===== config.mk =====
export PLATFORM = sky130hd
export DESIGN_NAME = tff_bank_counter
export DESIGN_NICKNAME = d
export VERILOG_FILES = /design/src/rtl/tff_bank_counter.sv
export SDC_FILE = /design/constraint.sdc
export NUM_CORES = 1
export LEC_CHECK = 0
export CAP_MARGIN = 20
export CORE_AREA = 2 2 39 41
export CTS_CLUSTER_DIAMETER = 60
export DETAILED_ROUTE_END_ITERATION = 7
export DIE_AREA = 0 0 41 43
export GPL_TIMING_DRIVEN = 0
export MAX_ROUTING_LAYER = met4
export SLEW_MARGIN = 5
export SYNTH_ARGS = -nofsm -noshare
export SYNTH_HDL_FRONTEND = slang
export SYNTH_SLANG_ARGS = --single-unit

===== constraint.sdc =====
create_clock -name clk -period 1.45 [get_ports clk]
set_clock_uncertainty 0.05 [all_clocks]
set_input_delay 0.29 -clock clk [delete_from_list [all_inputs] [get_ports clk]]
set_output_delay 0.29 -clock clk [all_outputs]
set_load 0.02 [all_outputs]

===== src/rtl/tff_bank_counter.sv =====
// tff_bank_counter: WIDTH-bit bank of T flip-flops.
// mode=1 toggles each bit independently under t.
// mode=0 runs a modulo-MOD up/down counter whose toggle enables come from the
// carry/borrow prefix chains.
// There is a parallel load, a combinational terminal-count decode and a
// registered wrap pulse.
// Optional macro TFF_BANK_SAT_EN makes count mode saturate instead of wrap.
// With the macro defined, wrap is held at 0.
module tff_bank_counter #(
   parameter int WIDTH = 4,
   parameter int MOD   = 16
) (
   input  logic             clk,
   input  logic             rst_n,
   input  logic             en,
   input  logic             mode,
   input  logic             up,
   input  logic [WIDTH-1:0] t,
   input  logic             load,
   input  logic [WIDTH-1:0] d,
   output logic [WIDTH-1:0] q,
   output logic             tc,
   output logic             wrap
);

   // Largest in-range count value.
   // The modulus may equal 2**WIDTH, so it is never formed at WIDTH bits itself.
   localparam logic [WIDTH-1:0] MAX_VAL = WIDTH'(MOD - 1);

   logic [WIDTH-1:0] q_q, q_d;
   logic             wrap_q, wrap_d;

   // Prefix chains: bit i toggles on an increment when all lower bits are 1.
   // Bit i toggles on a decrement when all lower bits are 0.
   logic [WIDTH-1:0] ones_below;
   logic [WIDTH-1:0] zeros_below;
   logic [WIDTH-1:0] count_tgl;
   logic             at_max;
   logic             at_zero;

   assign ones_below[0]  = 1'b1;
   assign zeros_below[0] = 1'b1;

   genvar gi;
   generate
      for (gi = 1; gi < WIDTH; gi++) begin : g_chain
         assign ones_below[gi]  = ones_below[gi-1]  &  q_q[gi-1];
         assign zeros_below[gi] = zeros_below[gi-1] & ~q_q[gi-1];
      end
   endgenerate

   assign count_tgl = up ? ones_below : zeros_below;

   // A value above MAX_VAL is only reachable through toggle mode.
   // Counting up from such a value is treated like counting up from MAX_VAL.
   assign at_max  = (q_q >= MAX_VAL);
   assign at_zero = (q_q == '0);

   // Next-state selection: load beats enable, enable beats hold.
   always_comb begin
      q_d    = q_q;
      wrap_d = 1'b0;
      if (load) begin
         q_d = (d > MAX_VAL) ? MAX_VAL : d;
      end else if (en) begin
         if (mode) begin
            q_d = q_q ^ t;
         end else if (up) begin
            if (at_max) begin
`ifdef TFF_BANK_SAT_EN
               q_d    = MAX_VAL;
`else
               q_d    = '0;
               wrap_d = 1'b1;
`endif
            end else begin
               q_d = q_q ^ count_tgl;
            end
         end else begin
            if (at_zero) begin
`ifdef TFF_BANK_SAT_EN
               q_d    = q_q;
`else
               q_d    = MAX_VAL;
               wrap_d = 1'b1;
`endif
            end else begin
               q_d = q_q ^ count_tgl;
            end
         end
      end
   end

   // State register.
   // Reset clears the bank and the wrap pulse without waiting for a clock.
   always_ff @(posedge clk or negedge rst_n) begin
      if (!rst_n) begin
         q_q    <= '0;
         wrap_q <= 1'b0;
      end else begin
         q_q    <= q_d;
         wrap_q <= wrap_d;
      end
   end

   // Terminal count follows mode and direction within the same cycle.
   assign tc   = ~mode & ((up & (q_q == MAX_VAL)) | (~up & at_zero));
   assign q    = q_q;
   assign wrap = wrap_q;

endmodule


==> impl_metrics.toml, run 1 <==
[status]
outcome = "finished with violations"
violations = "setup timing"

[clock_network]
cts_tree = "built"
clock_transition_at_the_registers_of_the_reported_paths_ns = 0.04
ctsHtreeMaxLevel = 1
worst_skew_pair.late_latency_ns = 0.24
cts-root-buf = "sky130_fd_sc_hd__clkbuf_4"
tritoncts_num_sinks = 5
clk_path_buf_depth = 2
cts_inserted_buffers = 3
ctsHoldBuffers = 0

[logic_synthesis]
synth_top_area_share_pct = 34.0
synth.top_cells.by_area = "sky130_fd_sc_hd__dfrtp_1, sky130_fd_sc_hd__xor2_1, sky130_fd_sc_hd__o311ai_2"
mappedNetlistNets = 56
synthesis.instances = 42
synth_area_per_cell_um2 = 8.76
synth-seq-cells = 5
postSynth.topFlopCell = "sky130_fd_sc_hd__dfrtp_1"
synth_largest_area_cell = "sky130_fd_sc_hd__dfrtp_1"
yosys.cell_types.count = 27
yosys_warnings = 0
netlist_area_pre_place_um2 = 368
ys_seq_area_share_pct = 34.0
synth_enable_flop_cells = 0
synth-async-reset-ratio_pct = 100

[timing]
finalHoldViolations = 0
whs_ns = 0.217
totalNegativeSetupSlack_ns = -0.541
final_critical_path_setup_slack_ns = -0.221
layout_worst_path_cycle_share_pct = 115
worst_slew_pin_slew_ns = 0.404
final.min_clock_period_ns = 1.67
final_max_slew_viol_count = 0
unrepaired_setup_endpoints_after_global_routing = "true"
finalSetupViolations = 3
maxClockFrequency_ghz = 0.598
max-slew-margin-rel_pct = 73.1

[drt]
via_per_inst = 4.92
vias = 428
drt-wirelength-per-cell_um = 12.7
drc_errors = 0
dr.first_iter.drc_count = 4
drt_first_pass_iters = 4
finalWirelength_mm = 1.10
route.antenna.remaining_nets = 0

[placed_design]
pre_cts_setup_slack_ns = -0.937
port-buffer-count = 18
total_cell_area_at_the_placement_stage_um2 = 589
numPlacedInstances = 76
gpl.final_weighted_congestion = 0.672

[worst_setup_path]
critical_path_max_stage_delay_ns = 0.43
crit_path_end_kind = "primary output"
critical_path.max_fanout = 3
cp-start-kind = "flop"
arrival_ns = 1.33
slowest_stage = "sky130_fd_sc_hd__dfrtp_2"
path_cells = "nor4_4, mux2i_2, nor2_2, buf_6"
crit_buf_inv = 1
timing.setup.critical_path_class = "reg -> out"
critical_path.top_delay_family = "flip-flops"
worstPathRequired_ns = 1.11

[grt]
grt-ovfl-total = 0
first_global_vias = 391
maximum_number_of_pins_on_one_net_before_global_route_repair = 11
grt_pass1_wl_mm = 1.77
globalRouteTotalUtil_pct = 15.5
grt_antenna_before_repair = 0

[pwr]
sum_of_internal_switching_and_leakage_power_mw = 0.562
p_leak_nw = 0.283
powerDensity_nw_per_um2 = 841
ir_drop_mv = 0.316

[floorplan]
floorplan.initialDensity_pct = 26.6
std_cell_rows = 14
floorplan.io_pins = 20
die_x_um = 41
fp.dieH_um = 43
die_area_um2 = 1760
core_um2 = 1380

[layout]
layout.cells.non_filler = 87
layout-area-overhead-vs-synth_pct = 81.6
share_of_layout_cells_above_drive_strength_1_pct = 32.4
final_util_pct = 48.3
num-nets-final = 86
finish.instance_area_um2 = 668
antenna_diode_count = 0

[hold_path]
timing.hold.worst.class = "in -> async"

[job]
max-cap-violations = 0
[report_power, final]
part	switching [mW]	internal (mW)
clock network	0.0580	0.104
registers	0.0287	0.159
logic	0.0944	0.118
total	0.181	0.381
[flip-flops by register name (all words and copies together) (netlist names)]
register and flops:
q 4, wrap 1
[synth_stat cells (2+ instances only)]
master and n:
sky130_fd_sc_hd__nor2_1 3, sky130_fd_sc_hd__clkbuf_1 2, sky130_fd_sc_hd__dfrtp_1 5, sky130_fd_sc_hd__o21ai_0 3, sky130_fd_sc_hd__xor2_1 2, sky130_fd_sc_hd__nand2_1 3, sky130_fd_sc_hd__inv_1 3, sky130_fd_sc_hd__nor3_1 2
[metal layers]
| metal | routed length, um | global-route usage [%] | vias up |
|---|---|---|---|
| li1 | - | - | 215 |
| met1 | 479 | 19.9 | 189 |
| met2 | 509 | 22.2 | 22 |
| met3 | 100 | 4.71 | 2 |
| met4 | 14 | 6.00 | 0 |
| met5 | 0 | - | - |
[worst register-to-register path: cells and delay by family (launching register included)]
kind	cells	cell delay, ns
compound gates	1	0.08
xor+xnor	1	0.15
buf+inv	2	0.24
flops	1	0.43
mux	1	0.26
simple gates	1	0.29
[path summary, 6_finish.rpt]
path	slack [ns]	end	cells past startpoint	from
setup / recovery	-0.22	tc	4	q[0]
hold / removal	0.22	q[3]	1	rst_n
setup reg to reg	-0.17	q[3]	6	q[0]
hold reg to reg	0.62	q[2]	2	q[2]
max in group asynchronous	0.93	q[1]	1	rst_n
min in group clk	0.44	q[1]	3	en
[what timing repair did]
action / 4_1_cts / 5_1_grt
buffers inserted: 6 / 2
endpoints found under the setup margin: 10 / 6
pin swaps: 3 / 2
resized for setup: 17 / 3
[cell type report]
class,count,area (um2)
Sequential cell,5,129
Timing Repair Buffer,25,228
Inverter,3,11.3
Fill cell,146,716
Buffer,2,8.76
Clock buffer,4,26.3
Tap cell,16,20.0
Multi-Input combinational cell,32,245
[cells in the final DEF, fill, tap and decap left out, types with 2 or more instances in the layout]
cell type                         synthesis  layout
sky130_fd_sc_hd__nor2_1                   3       2
sky130_fd_sc_hd__dfrtp_2                  0       3
sky130_fd_sc_hd__clkbuf_4                 0       3
sky130_fd_sc_hd__clkdlybuf4s50_1          0      10
sky130_fd_sc_hd__buf_4                    0       7
sky130_fd_sc_hd__o21ai_0                  3       3
sky130_fd_sc_hd__buf_6                    0       2
sky130_fd_sc_hd__xor2_1                   2       2
sky130_fd_sc_hd__nor3_1                   2       2
sky130_fd_sc_hd__dlygate4sd2_1            0       6
sky130_fd_sc_hd__dfrtp_1                  5       2
sky130_fd_sc_hd__clkbuf_1                 2       2
sky130_fd_sc_hd__nand2_1                  3       3
sky130_fd_sc_hd__inv_1                    3       3
[kinds of logic after synthesis]
kind of cell | after synthesis | share of synthesized area (%)
AND/OR/NAND/NOR | 18 | 28.9
AO/OA/AOI/OAI | 9 | 19.0
flip-flops | 5 | 34.0
buffers and inverters | 5 | 5.10
XOR/XNOR | 3 | 7.14
multiplexers | 2 | 5.78
Note: power is estimated with default switching activity, not from simulation.
==> run 2: changes to the inputs <==
--- a/config.mk
+++ b/config.mk
@@ -11,8 +11,8 @@
 export DETAILED_ROUTE_END_ITERATION = 7
 export DIE_AREA = 0 0 41 43
 export GPL_TIMING_DRIVEN = 0
+export HOLD_SLACK_MARGIN = 0.1
 export MAX_ROUTING_LAYER = met4
-export SLEW_MARGIN = 5
 export SYNTH_ARGS = -nofsm -noshare
 export SYNTH_HDL_FRONTEND = slang
 export SYNTH_SLANG_ARGS = --single-unit
==> results of run 2 <==
No change in the layout: final DEF, timing and power equal those of run 1.
==> run 3: changes to the inputs <==
--- a/config.mk
+++ b/config.mk
@@ -13,6 +13,7 @@
 export GPL_TIMING_DRIVEN = 0
 export HOLD_SLACK_MARGIN = 0.1
 export MAX_ROUTING_LAYER = met4
+export SLEW_MARGIN = 40
 export SYNTH_ARGS = -nofsm -noshare
 export SYNTH_HDL_FRONTEND = slang
 export SYNTH_SLANG_ARGS = --single-unit
==> constraint.sdc (replaced) <==
create_clock -name clk -period 1.85 [get_ports clk]
set_clock_uncertainty 0.05 [all_clocks]
set_input_delay 0.37 -clock clk [delete_from_list [all_inputs] [get_ports clk]]
set_output_delay 0.37 -clock clk [all_outputs]
set_load 0.02 [all_outputs]
==> impl_metrics.toml, run 3 (synthesized netlist as in run 1, its figures left out) <==
[pwr]
p_clk_share_pct = 27.9
sw_frac_of_total_pct = 31.1
ir_drop_mv = 0.266
powerDensity_nw_per_um2 = 665
share_seq_of_total_power_pct = 33.3
switchingPower_mw = 0.137
p_leak_nw = 0.270
internal_power_mw = 0.303
comb_power_share_pct = 38.7
sum_of_internal_switching_and_leakage_power_mw = 0.440

[worst_setup_path]
worstPathRequired_ns = 1.43
beginning_of_the_critical_path = "up"
timing.setup.critical_path_class = "in -> out"
rrSetupSlack_ns = 0.19
cp-start-kind = "input pin"
crit_path_end_kind = "primary output"
arrival_ns = 1.41
timing.rr.start = "q[0]"
critical_path.max_fanout = 5

[job]
max-cap-violations = 0

[grt]
first_global_vias = 342
globalRouteTotalUtil_pct = 13.5
grt_pass1_wl_mm = 1.49
grt-ovfl-total = 0
maximum_number_of_pins_on_one_net_before_global_route_repair = 11
grt_antenna_before_repair = 0

[drt]
drt-wirelength-per-cell_um = 12.4
dr.first_iter.drc_count = 5
drt_first_pass_iters = 3
via_per_inst = 4.73
vias = 407
drc_errors = 0
finalWirelength_mm = 1.06
route.antenna.remaining_nets = 0

[layout]
num-nets-final = 85
most_frequent_cells_in_the_layout = "sky130_fd_sc_hd__clkdlybuf4s50_1, sky130_fd_sc_hd__buf_4"
share_of_layout_cells_above_drive_strength_1_pct = 27.1
largest_register_ffs = 4
layout-area-overhead-vs-synth_pct = 79.9
n_fill_cell = 147
antenna_diode_count = 0
final_util_pct = 47.8
layout.cells.non_filler = 86
finish.instance_area_um2 = 662
most_common_cell_after_layout_fill_and_taps_aside = "sky130_fd_sc_hd__clkdlybuf4s50_1"

[timing]
final_max_slew_viol_count = 0
layout_worst_path_cycle_share_pct = 98.9
max-slew-margin-rel_pct = 73.5
finalSetupViolations = 0
maxClockFrequency_ghz = 0.546
worst_slew_pin_slew_ns = 0.397
final.min_clock_period_ns = 1.83
final_critical_path_setup_slack_ns = 0.0194
finalHoldViolations = 0
unrepaired_setup_endpoints_after_global_routing = "true"

[floorplan]
fp.dieH_um = 43
die_area_um2 = 1760
floorplan.initialDensity_pct = 26.6
std_cell_rows = 14
core_um2 = 1380
floorplan.io_pins = 20
die_x_um = 41

[placed_design]
port-buffer-count = 18
place.detailed.hpwl_um = 686
numPlacedInstances = 76
pre_cts_setup_slack_ns = -0.684
total_cell_area_at_the_placement_stage_um2 = 568
gpl.final_weighted_congestion = 0.683

[clock_network]
clk_path_buf_depth = 2
cts_tree = "built"
ctsHtreeMaxLevel = 1
cts-root-buf = "sky130_fd_sc_hd__clkbuf_4"
worst_skew_pair.late_latency_ns = 0.24
cts_inserted_buffers = 3
tritoncts_num_sinks = 5
clock_transition_at_the_registers_of_the_reported_paths_ns = 0.04

[status]
outcome = "finished clean"

[hold_path]
timing.hold.worst.class = "in -> async"
==> run 3: cell types whose count changed in the layout (fill, tap and decap cells not counted) <==
cell	change
sky130_fd_sc_hd__nor2_1	+1
sky130_fd_sc_hd__dlymetal6s2s_1	+1
sky130_fd_sc_hd__clkdlybuf4s15_1	+1
sky130_fd_sc_hd__clkbuf_2	-1
sky130_fd_sc_hd__clkdlybuf4s50_1	+5
sky130_fd_sc_hd__nor2_2	-1
sky130_fd_sc_hd__buf_6	-2
sky130_fd_sc_hd__clkbuf_1	+1
sky130_fd_sc_hd__dlygate4sd2_1	-6
==> run 3: path summary, 6_finish.rpt <==
check / cells past startpoint / endpoint
worst max-delay path: 5 / tc
worst min-delay path: 1 / q[3]
worst max register to register: 6 / q[2]
worst min register to register: 2 / q[2]
max in group asynchronous: 1 / q[1]
min in group clk: 2 / wrap
==> run 3: power by group through the flow <==
stage	Clock, mW	Sequential [mW]	Combinational [mW]
finish	0.123	0.147	0.170
global route	0.140	0.149	0.183
CTS	0.129	0.145	0.162
detailed placement	0	0.147	0.136
global placement	0	0.147	0.136
floorplan	0	0.158	0.0542
==> run 3: cell type report <==
type	instances	area, um2	area share [%]
timing repair buffer	24	225	34.0
sequential	5	129	19.5
clock buffer	4	26.3	3.97
multi-input combinational	32	243	36.7
tap	16	20.0	3.02
buffer	2	7.51	1.13
inverter	3	11.3	1.70
==> run 3: what timing repair did <==
action	4_1_cts	5_1_grt
hold buffers	0	0
hold endpoints to repair	0	0
pin swaps	0	1
buffers inserted	4	2
endpoints found under the setup margin	1	3
gates resized for setup	9	5
==> run 3: per-stage QoR <==
| stage | hold WS [ns] | setup TNS [ns] |
|---|---|---|
| 3_5_place_dp | 0.556 | -0.758 |
| 4_1_cts | 0.300 | 0 |
| 2_1_floorplan | 0.0244 | 0 |
| 6_report | 0.301 | 0 |
| 3_3_place_gp | 0.562 | -0.748 |
| 5_1_grt | 0.309 | -0.0226 |
==> run 3: per-layer routing <==
metal,up-vias,wire length (um),track usage [%]
li1,212,-,-
met1,176,478,17.6
met2,17,469,17.5
met3,2,106,3.14
met4,0,9,10.0
met5,-,0,-
==> run 3: critical path, stage by stage <==
cell	delay [ns]
sky130_fd_sc_hd__clkdlybuf4s15_1	0.28
sky130_fd_sc_hd__nor4_4	0.36
sky130_fd_sc_hd__mux2i_2	0.13
sky130_fd_sc_hd__nor2_1	0.11
sky130_fd_sc_hd__buf_4	0.15
